===== src/rtl/serial_subtractor.sv =====
// Bit-serial subtractor: Diff = A - B - Bin, one bit resolved per clock through
// a single full-subtractor cell, with valid/ready handshakes on both sides.
// Optional build macro SERIAL_SUB_OVERFLOW_FLAG_EN adds the signed-overflow output V.
module serial_subtractor #(
  parameter int WIDTH = 6
) (
  input  logic             clk,
  input  logic             rst,
  input  logic             in_valid,
  output logic             in_ready,
  input  logic [WIDTH-1:0] A,
  input  logic [WIDTH-1:0] B,
  input  logic             Bin,
  output logic             out_valid,
  input  logic             out_ready,
  output logic [WIDTH-1:0] Diff,
  output logic             Bout,
`ifdef SERIAL_SUB_OVERFLOW_FLAG_EN
  output logic             V,
`endif
  output logic             busy
);

  localparam int CNT_W = (WIDTH > 1) ? $clog2(WIDTH) : 1;
  localparam logic [CNT_W-1:0] LAST = CNT_W'(WIDTH - 1);

  typedef enum logic [1:0] {IDLE, SHIFT, DONE} state_t;

  state_t           state_q, state_d;
  logic [WIDTH-1:0] a_q, a_d;
  logic [WIDTH-1:0] b_q, b_d;
  logic [WIDTH-1:0] res_q, res_d;
  logic [CNT_W-1:0] cnt_q, cnt_d;
  logic             borrow_q, borrow_d;
  logic [WIDTH-1:0] diff_q, diff_d;
  logic             bout_q, bout_d;
  logic             out_valid_q, out_valid_d;
  logic             in_ready_q, in_ready_d;
  logic             busy_q, busy_d;
`ifdef SERIAL_SUB_OVERFLOW_FLAG_EN
  logic             v_q, v_d;
`endif

  logic             d_bit;
  logic             borrow_nxt;

  function automatic logic fs_diff(input logic a, input logic b, input logic bi);
    return a ^ b ^ bi;
  endfunction

  function automatic logic fs_borrow(input logic a, input logic b, input logic bi);
    return (~a & b) | (~(a ^ b) & bi);
  endfunction

  // New result bit enters from the MSB side so the LSB lands at bit 0 after WIDTH steps.
  function automatic logic [WIDTH-1:0] shift_in(input logic [WIDTH-1:0] r, input logic d);
    return WIDTH'({d, r} >> 1);
  endfunction

  // Next-state and datapath: one full-subtractor step per SHIFT cycle.
  always_comb begin
    state_d    = state_q;
    a_d        = a_q;
    b_d        = b_q;
    res_d      = res_q;
    cnt_d      = cnt_q;
    borrow_d   = borrow_q;
    diff_d     = diff_q;
    bout_d     = bout_q;
`ifdef SERIAL_SUB_OVERFLOW_FLAG_EN
    v_d        = v_q;
`endif
    d_bit      = fs_diff(a_q[0], b_q[0], borrow_q);
    borrow_nxt = fs_borrow(a_q[0], b_q[0], borrow_q);

    case (state_q)
      IDLE: begin
        if (in_valid) begin
          a_d      = A;
          b_d      = B;
          borrow_d = Bin;
          cnt_d    = '0;
          res_d    = '0;
          state_d  = SHIFT;
        end
      end
      SHIFT: begin
        a_d      = a_q >> 1;
        b_d      = b_q >> 1;
        res_d    = shift_in(res_q, d_bit);
        borrow_d = borrow_nxt;
        cnt_d    = cnt_q + CNT_W'(1);
        if (cnt_q == LAST) begin
          diff_d  = shift_in(res_q, d_bit);
          bout_d  = borrow_nxt;
`ifdef SERIAL_SUB_OVERFLOW_FLAG_EN
          // Borrow into the MSB differs from borrow out of it exactly on signed overflow.
          v_d     = borrow_q ^ borrow_nxt;
`endif
          state_d = DONE;
        end
      end
      DONE: begin
        if (out_ready) state_d = IDLE;
      end
      default: state_d = IDLE;
    endcase

    out_valid_d = (state_d == DONE);
    in_ready_d  = (state_d == IDLE);
    busy_d      = (state_d != IDLE);
  end

  // State and output registers; reset discards any in-flight operation.
  always_ff @(posedge clk) begin
    if (rst) begin
      state_q     <= IDLE;
      a_q         <= '0;
      b_q         <= '0;
      res_q       <= '0;
      cnt_q       <= '0;
      borrow_q    <= 1'b0;
      diff_q      <= '0;
      bout_q      <= 1'b0;
      out_valid_q <= 1'b0;
      in_ready_q  <= 1'b1;
      busy_q      <= 1'b0;
`ifdef SERIAL_SUB_OVERFLOW_FLAG_EN
      v_q         <= 1'b0;
`endif
    end else begin
      state_q     <= state_d;
      a_q         <= a_d;
      b_q         <= b_d;
      res_q       <= res_d;
      cnt_q       <= cnt_d;
      borrow_q    <= borrow_d;
      diff_q      <= diff_d;
      bout_q      <= bout_d;
      out_valid_q <= out_valid_d;
      in_ready_q  <= in_ready_d;
      busy_q      <= busy_d;
`ifdef SERIAL_SUB_OVERFLOW_FLAG_EN
      v_q         <= v_d;
`endif
    end
  end

  assign Diff      = diff_q;
  assign Bout      = bout_q;
  assign out_valid = out_valid_q;
  assign in_ready  = in_ready_q;
  assign busy      = busy_q;
`ifdef SERIAL_SUB_OVERFLOW_FLAG_EN
  assign V         = v_q;
`endif

endmodule


===== config.mk =====
export PLATFORM = sky130hd
export DESIGN_NAME = serial_subtractor
export DESIGN_NICKNAME = d
export VERILOG_FILES = /design/src/rtl/serial_subtractor.sv
export SDC_FILE = /design/constraint.sdc
export NUM_CORES = 1
export LEC_CHECK = 0
export BUFFER_PORTS_ARGS = -buffer_cell sky130_fd_sc_hd__buf_2
export CAP_MARGIN = 0
export CELL_PAD_IN_SITES_DETAIL_PLACEMENT = 0
export CELL_PAD_IN_SITES_GLOBAL_PLACEMENT = 1
export CORE_MARGIN = 1
export CORE_UTILIZATION = 44
export CTS_BUF_LIST = sky130_fd_sc_hd__clkbuf_16
export CTS_CLUSTER_DIAMETER = 120
export DETAILED_ROUTE_END_ITERATION = 16
export PLACE_DENSITY_LB_ADDON = 0.05
export SYNTH_ARGS = -nofsm -noshare
export SYNTH_HDL_FRONTEND = slang
export SYNTH_SLANG_ARGS = --single-unit

===== constraint.sdc =====
create_clock -name clk -period 3.8 [get_ports clk]
set_clock_uncertainty 0.05 [all_clocks]
set_input_delay 0.38 -clock clk [delete_from_list [all_inputs] [get_ports clk]]
set_output_delay 0.38 -clock clk [all_outputs]
set_load 0.03 [all_outputs]

==> results of run 1 <==
[area by class of cell]
class                      instances  area (sq um)
timing repair buffer              26           130
clock inverter                     2          7.51
tap                               44          55.1
fill                             309          1420
sequential                        33           661
multi-input combinational         91           662
inverter                           5          18.8
clock buffer                       5           125
[placed cells by master, fill, tap and decap left out, types with 2 or more instances in the layout]
cell type,Yosys,final
ha_1,2,2
nor2_1,23,23
mux2i_1,12,12
a211oi_2,12,12
dfxtp_1,33,33
a21oi_1,9,9
buf_2,0,26
inv_1,5,6
nand2_1,13,13
clkbuf_16,0,5
a22oi_1,8,8
nor2b_1,2,2
[cells by family after synthesis]
kind of cell | Yosys count
AO/OA/AOI/OAI | 34
adder cells (fa/ha/maj) | 3
buffers and inverters | 16
flip-flops | 33
multiplexers | 12
AND/OR/NAND/NOR | 42
[registers in the layout (all words and copies together), names as in the netlist]
register   flops
Diff           6
a_q            6
b_q            6
res_q          5
cnt_q          3
state_q        2
Bout           1
borrow_q       1
busy           1
in_ready       1
out_valid      1
[stage by stage]
stage / setup slack, ps / std cells / hold slack (ps) / utilization, %
floorplan: 2590 / 140 / 382 / -
global placement: 1890 / 199 / 391 / 49.6
detailed placement: 1840 / 199 / 393 / 49.6
CTS: 1850 / 206 / 308 / 53.9
global route: 1700 / 206 / 332 / 53.9
finish: 1870 / 206 / 312 / 53.9
[layer usage]
layer	global-route usage [%]	vias up	wire length (um)	share of wire, %
met5	0	-	0	0
met4	7.14	0	29	1.2
met3	6.55	4	102	4.3
met2	28.9	20	1230	52
met1	18.2	486	1010	43
li1	-	531	-	-
[worst paths after layout]
kind	endpoint	slack [ps]
worst min register to register	Diff[2]$_SDFFE_PP0P_	400
worst min-delay path	b_q[5]$_SDFFE_PP0P_	310
worst max-delay path	cnt_q[2]$_SDFFE_PP0P_	1870
worst max register to register	cnt_q[2]$_SDFFE_PP0P_	1870
[synth_stat cells]
| library cell | instances | area share (%) |
|---|---|---|
| dfxtp_1 | 33 | 46 |
| nor2_1 | 23 | 6.0 |
| nand2_1 | 13 | 3.4 |
| a211oi_2 | 12 | 10 |
| mux2i_1 | 12 | 8.4 |
| a21oi_1 | 9 | 3.1 |
| a22oi_1 | 8 | 4.2 |
| buf_6 | 6 | 4.7 |
| inv_1 | 5 | 1.3 |
| clkbuf_1 | 2 | 0.52 |
| ha_1 | 2 | 1.7 |
| nor2b_1 | 2 | 0.87 |
| a21o_1 | 1 | 0.52 |
| a222oi_1 | 1 | 0.70 |
| a311oi_1 | 1 | 0.61 |
| and4b_1 | 1 | 0.70 |
| buf_1 | 1 | 0.26 |
| buf_4 | 1 | 0.52 |
| clkbuf_2 | 1 | 0.35 |
| fa_1 | 1 | 1.4 |
| nand4b_1 | 1 | 0.61 |
| nor2b_4 | 1 | 0.96 |
| nor3b_1 | 1 | 0.52 |
| o21ba_4 | 1 | 1.1 |
| o21bai_2 | 1 | 0.79 |
[power breakdown]
group	internal [mW]	switching [mW]	leakage, nW
Combinational	0.0355	0.0408	0.356
Sequential	0.363	0.0139	0.270
Clock	0.233	0.127	0.0685
[worst register-to-register path: cells and delay by family (launching register included)]
family | cells | cell delay [ps]
flops | 1 | 910
compound gates | 2 | 770
simple gates | 1 | 60
==> flow_metrics.env, run 1 <==
export IMPL_outcome="completed"
export IMPL_cp_buffers_inverters=0
export IMPL_setup_violations_final=0
export IMPL_placed_area_sq_mm=0.00153
export IMPL_cts_hold_buf=0
export IMPL_syn_area_sq_mm=0.00143
export IMPL_dieWidth_um=59.1
export IMPL_viasPerCell=5.05
export IMPL_r2r_start="state_q[0]$_SDFF_PP0_"
export IMPL_finalSetupTns_ps=0
export IMPL_yosysUniqueCellTypes=25
export IMPL_hpwl_um=1600
export IMPL_grt_max_degree=34
export IMPL_grt_total_usage_pct=16.7
export IMPL_p_leak_nw=0.695
export IMPL_min_period_ps=1930
export IMPL_cts_buffers=5
export IMPL_holdPathStages=3
export IMPL_antennaDiodeCount=0
export IMPL_relSlewSlack_pct=39.3
export IMPL_hp_start="B[5]"
export IMPL_synth_xor_area_share_pct=0
export IMPL_routed_wl_um=2380
export IMPL_rows=20
export IMPL_design_area_sq_mm=0.00166
export IMPL_dieArea_sq_mm=0.00349
export IMPL_rsz0062_at_grt="no"
export IMPL_cts_tree="built"
export IMPL_hold_path_class="primary input to flop"
export IMPL_slowest_stage="dfxtp_1"
export IMPL_peakVddDrop_v=0.000270
export IMPL_netlist_instances=140
export IMPL_grt_pass1_wl_um=4240
export IMPL_post_drt_wl_per_cell_um=11.5
export IMPL_tightest_slew_ps=909
export IMPL_max_freq_mhz=518
export IMPL_vias=1041
export IMPL_worst_path_dominant_cell_family="flip-flops"
export IMPL_cts_root_buf="clkbuf_16"
export IMPL_crit_type="flop to flop"
export IMPL_power_total_uw=813
export IMPL_synthMuxAreaShare_pct=8.38
export IMPL_crit_chain="o21bai_2 > a222oi_1 > nor2_1"
export IMPL_maxCapViolations=0
export IMPL_grt_pass1_vias=983
export IMPL_slowest_delay_ps=910
export IMPL_die_h_um=59.1
export IMPL_yosys_warnings=0
export IMPL_cts_clk_slew_worst_paths_ps=50
export IMPL_worst_setup_path_end_kind="flop"
export IMPL_syn_area_per_cell_sq_um=10.2
export IMPL_crit_start="state_q[0]$_SDFF_PP0_"
export IMPL_post_cts_resized=0
export IMPL_seq_area_frac_synth_pct=46.1
export IMPL_cts_sinks=33
export IMPL_synthAdderAreaFrac_pct=3.14
export IMPL_synth_compound_area_share_pct=21.6
export IMPL_grt_ovfl_total=0
export IMPL_p_per_area_mw_per_mm2=490
export IMPL_grt_antenna_before_repair=0
export IMPL_critPathMaxFanout=20
export IMPL_core_sq_mm=0.00308
export IMPL_cp_required_ps=3880
export IMPL_fin_nets=182
export IMPL_ant_nets=0
export IMPL_first_pass_iters=4
export IMPL_reg2reg_depth=3
export IMPL_start_util_pct=46.5
export IMPL_cts_setup_buffers=0
export IMPL_io_buffers=26
export IMPL_ios=27
export IMPL_period_share_pct=50.8
export IMPL_synth_top_family_by_area="compound AO/OA/AOI/OAI gates"
export IMPL_clock_path_buffers=2
export IMPL_synthToLayoutAreaGrowth_pct=15.8
export IMPL_hold_viol=0
export IMPL_synth_nets=160
export IMPL_ys_ff_latch=33
export IMPL_crit_cells=3
export IMPL_finalMaxSlewViolations=0
export IMPL_synthSimpleGateAreaFrac_pct=13.1
export IMPL_place_gp_congestion=0.672
export IMPL_h_tree_depth=2
export IMPL_drcViolationCount=0
export IMPL_drtIter0Drc=27
export IMPL_start_kind="flop"
export IMPL_drive_above_1_share_pct=28.4
export IMPL_clock_latency_ps=270
export IMPL_worstPathArrival_ps=2010
Note: power is estimated with default switching activity, not from simulation.
==> inputs of run 2 (changes only) <==
--- a/config.mk
+++ b/config.mk
@@ -10,7 +10,7 @@
 export CELL_PAD_IN_SITES_DETAIL_PLACEMENT = 0
 export CELL_PAD_IN_SITES_GLOBAL_PLACEMENT = 1
 export CORE_MARGIN = 1
-export CORE_UTILIZATION = 44
+export CORE_UTILIZATION = 41
 export CTS_BUF_LIST = sky130_fd_sc_hd__clkbuf_16
 export CTS_CLUSTER_DIAMETER = 120
 export DETAILED_ROUTE_END_ITERATION = 16
==> constraint.sdc (replaced) <==
create_clock -name clk -period 1.95 [get_ports clk]
set_clock_uncertainty 0.05 [all_clocks]
set_input_delay 0.195 -clock clk [delete_from_list [all_inputs] [get_ports clk]]
set_output_delay 0.195 -clock clk [all_outputs]
set_load 0.03 [all_outputs]
==> run 2 against run 1 <==
  * Cell area rose by 2.9%
  * Clock-buffer cell count did not move
  * Sequential cell count did not move
  * First-iteration DRC count rose by 56%
  * Critical path type unchanged
==> flow_metrics.env, run 2 (synthesis results as in run 1) <==
export IMPL_clock_latency_ps=270
export IMPL_rr_endpoint="cnt_q[2]$_SDFFE_PP0P_"
export IMPL_setup_violations_final=0
export IMPL_viasPerCell=4.96
export IMPL_vias=1046
export IMPL_min_period_ps=1400
export IMPL_routed_wl_um=2620
export IMPL_cts_buffers=5
export IMPL_clock_path_buffers=2
export IMPL_layout_commonest_cell="dfxtp_1"
export IMPL_synthToLayoutAreaGrowth_pct=19.1
export IMPL_r2r_slack_ps=550
export IMPL_hold_viol=0
export IMPL_rsz0062_at_grt="no"
export IMPL_drive_above_1_share_pct=29.7
export IMPL_ant_nets=0
export IMPL_dieWidth_um=61.1
export IMPL_cts_root_buf="clkbuf_16"
export IMPL_hp_start="B[5]"
export IMPL_cp_required_ps=2030
export IMPL_drcViolationCount=0
export IMPL_dieArea_sq_mm=0.00373
export IMPL_grt_pass1_vias=979
export IMPL_reg2reg_depth=3
export IMPL_finalSetupTns_ps=0
export IMPL_relSlewSlack_pct=50.6
export IMPL_grt_total_usage_pct=16.4
export IMPL_r2r_start="state_q[0]$_SDFF_PP0_"
export IMPL_post_cts_resized=0
export IMPL_place_gp_congestion=0.741
export IMPL_max_freq_mhz=717
export IMPL_hold_worst_slack_ps=123
export IMPL_grt_max_degree=34
export IMPL_antennaDiodeCount=0
export IMPL_io_buffers=26
export IMPL_grt_antenna_before_repair=0
export IMPL_cts_setup_buffers=0
export IMPL_grt_pass1_wl_um=4300
export IMPL_post_drt_wl_per_cell_um=12.4
export IMPL_cts_hold_buf=0
export IMPL_worstPathArrival_ps=1480
export IMPL_rows=21
export IMPL_start_util_pct=42.9
export IMPL_p_leak_nw=0.719
export IMPL_outcome="completed"
export IMPL_hpwl_um=1780
export IMPL_first_pass_iters=4
export IMPL_fin_nets=184
export IMPL_drtIter0Drc=42
export IMPL_crit_type="flop to flop"
export IMPL_cts_tree="built"
export IMPL_maxCapViolations=0
export IMPL_critPathMaxFanout=13
export IMPL_cts_clk_slew_worst_paths_ps=50
export IMPL_start_kind="flop"
export IMPL_final_cell_mix="33 x dfxtp_1, 26 x buf_2, 23 x nor2_1"
export IMPL_cts_sinks=33
export IMPL_finalMaxSlewViolations=0
export IMPL_p_per_area_mw_per_mm2=1020
export IMPL_worst_setup_path_end_kind="flop"
export IMPL_holdPathStages=3
export IMPL_die_h_um=61.1
export IMPL_core_sq_mm=0.00334
export IMPL_hold_path_class="primary input to flop"
export IMPL_tightest_slew_ps=742
export IMPL_grt_ovfl_total=0
export IMPL_worstHoldEndpoint="b_q[5]$_SDFFE_PP0P_"
export IMPL_h_tree_depth=2
export IMPL_peakVddDrop_v=0.000475
export IMPL_ios=27
export IMPL_period_share_pct=71.5
[run 2: power breakdown]
part | total, mW | leakage (nW) | internal, mW | switching, mW
registers | 0.728 | 0.270 | 0.708 | 0.0201
clock network | 0.854 | 0.0826 | 0.592 | 0.262
logic | 0.164 | 0.366 | 0.0727 | 0.0912
[run 2: worst max-delay path: stages, from the launching register on]
cell	delay [ps]
dfxtp_1	500
o21bai_2	260
a222oi_1	380
nor2_1	60
[run 2: layout make-up]
cell class	instances	area (sq um)
flip-flops and latches	33	661
well taps	46	57.6
multi-input cells	91	662
clock buffers	5	125
clock inverters	3	37.5
inverters	5	18.8
fillers	337	1630
repair buffers	28	145
[run 2: per-stage QoR]
step	instances	total power, mW	util [%]	setup WS, ps	area [sq um]
3_3_place_gp	203	0.902	46.3	601	1540
2_1_floorplan	140	0.876	-	741	1430
6_report	211	1.75	51.1	555	1710
3_5_place_dp	203	0.907	46.3	569	1540
5_1_grt	211	1.82	51.1	446	1710
4_1_cts	211	1.77	51.1	553	1710
[run 2: worst max-delay path by stage]
stage,cells after the start,to,from
final,3,cnt_q[2]$_SDFFE_PP0P_,state_q[0]$_SDFF_PP0_
after global routing,3,cnt_q[2]$_SDFFE_PP0P_,state_q[0]$_SDFF_PP0_
after CTS,3,cnt_q[2]$_SDFFE_PP0P_,state_q[0]$_SDFF_PP0_
after detailed placement,3,cnt_q[2]$_SDFFE_PP0P_,state_q[0]$_SDFF_PP0_
after global placement,3,cnt_q[2]$_SDFFE_PP0P_,state_q[0]$_SDFF_PP0_
after floorplan,5,borrow_q$_SDFFE_PP0P_,b_q[0]$_SDFFE_PP0P_
[run 2: per-layer routing]
layer  vias up  wire (um)  track usage [%]
met5         -          0                0
met4         0         55             8.77
met3         6         96             5.04
met2        17       1270             27.6
met1       491       1200             18.5
li1        532          -                -
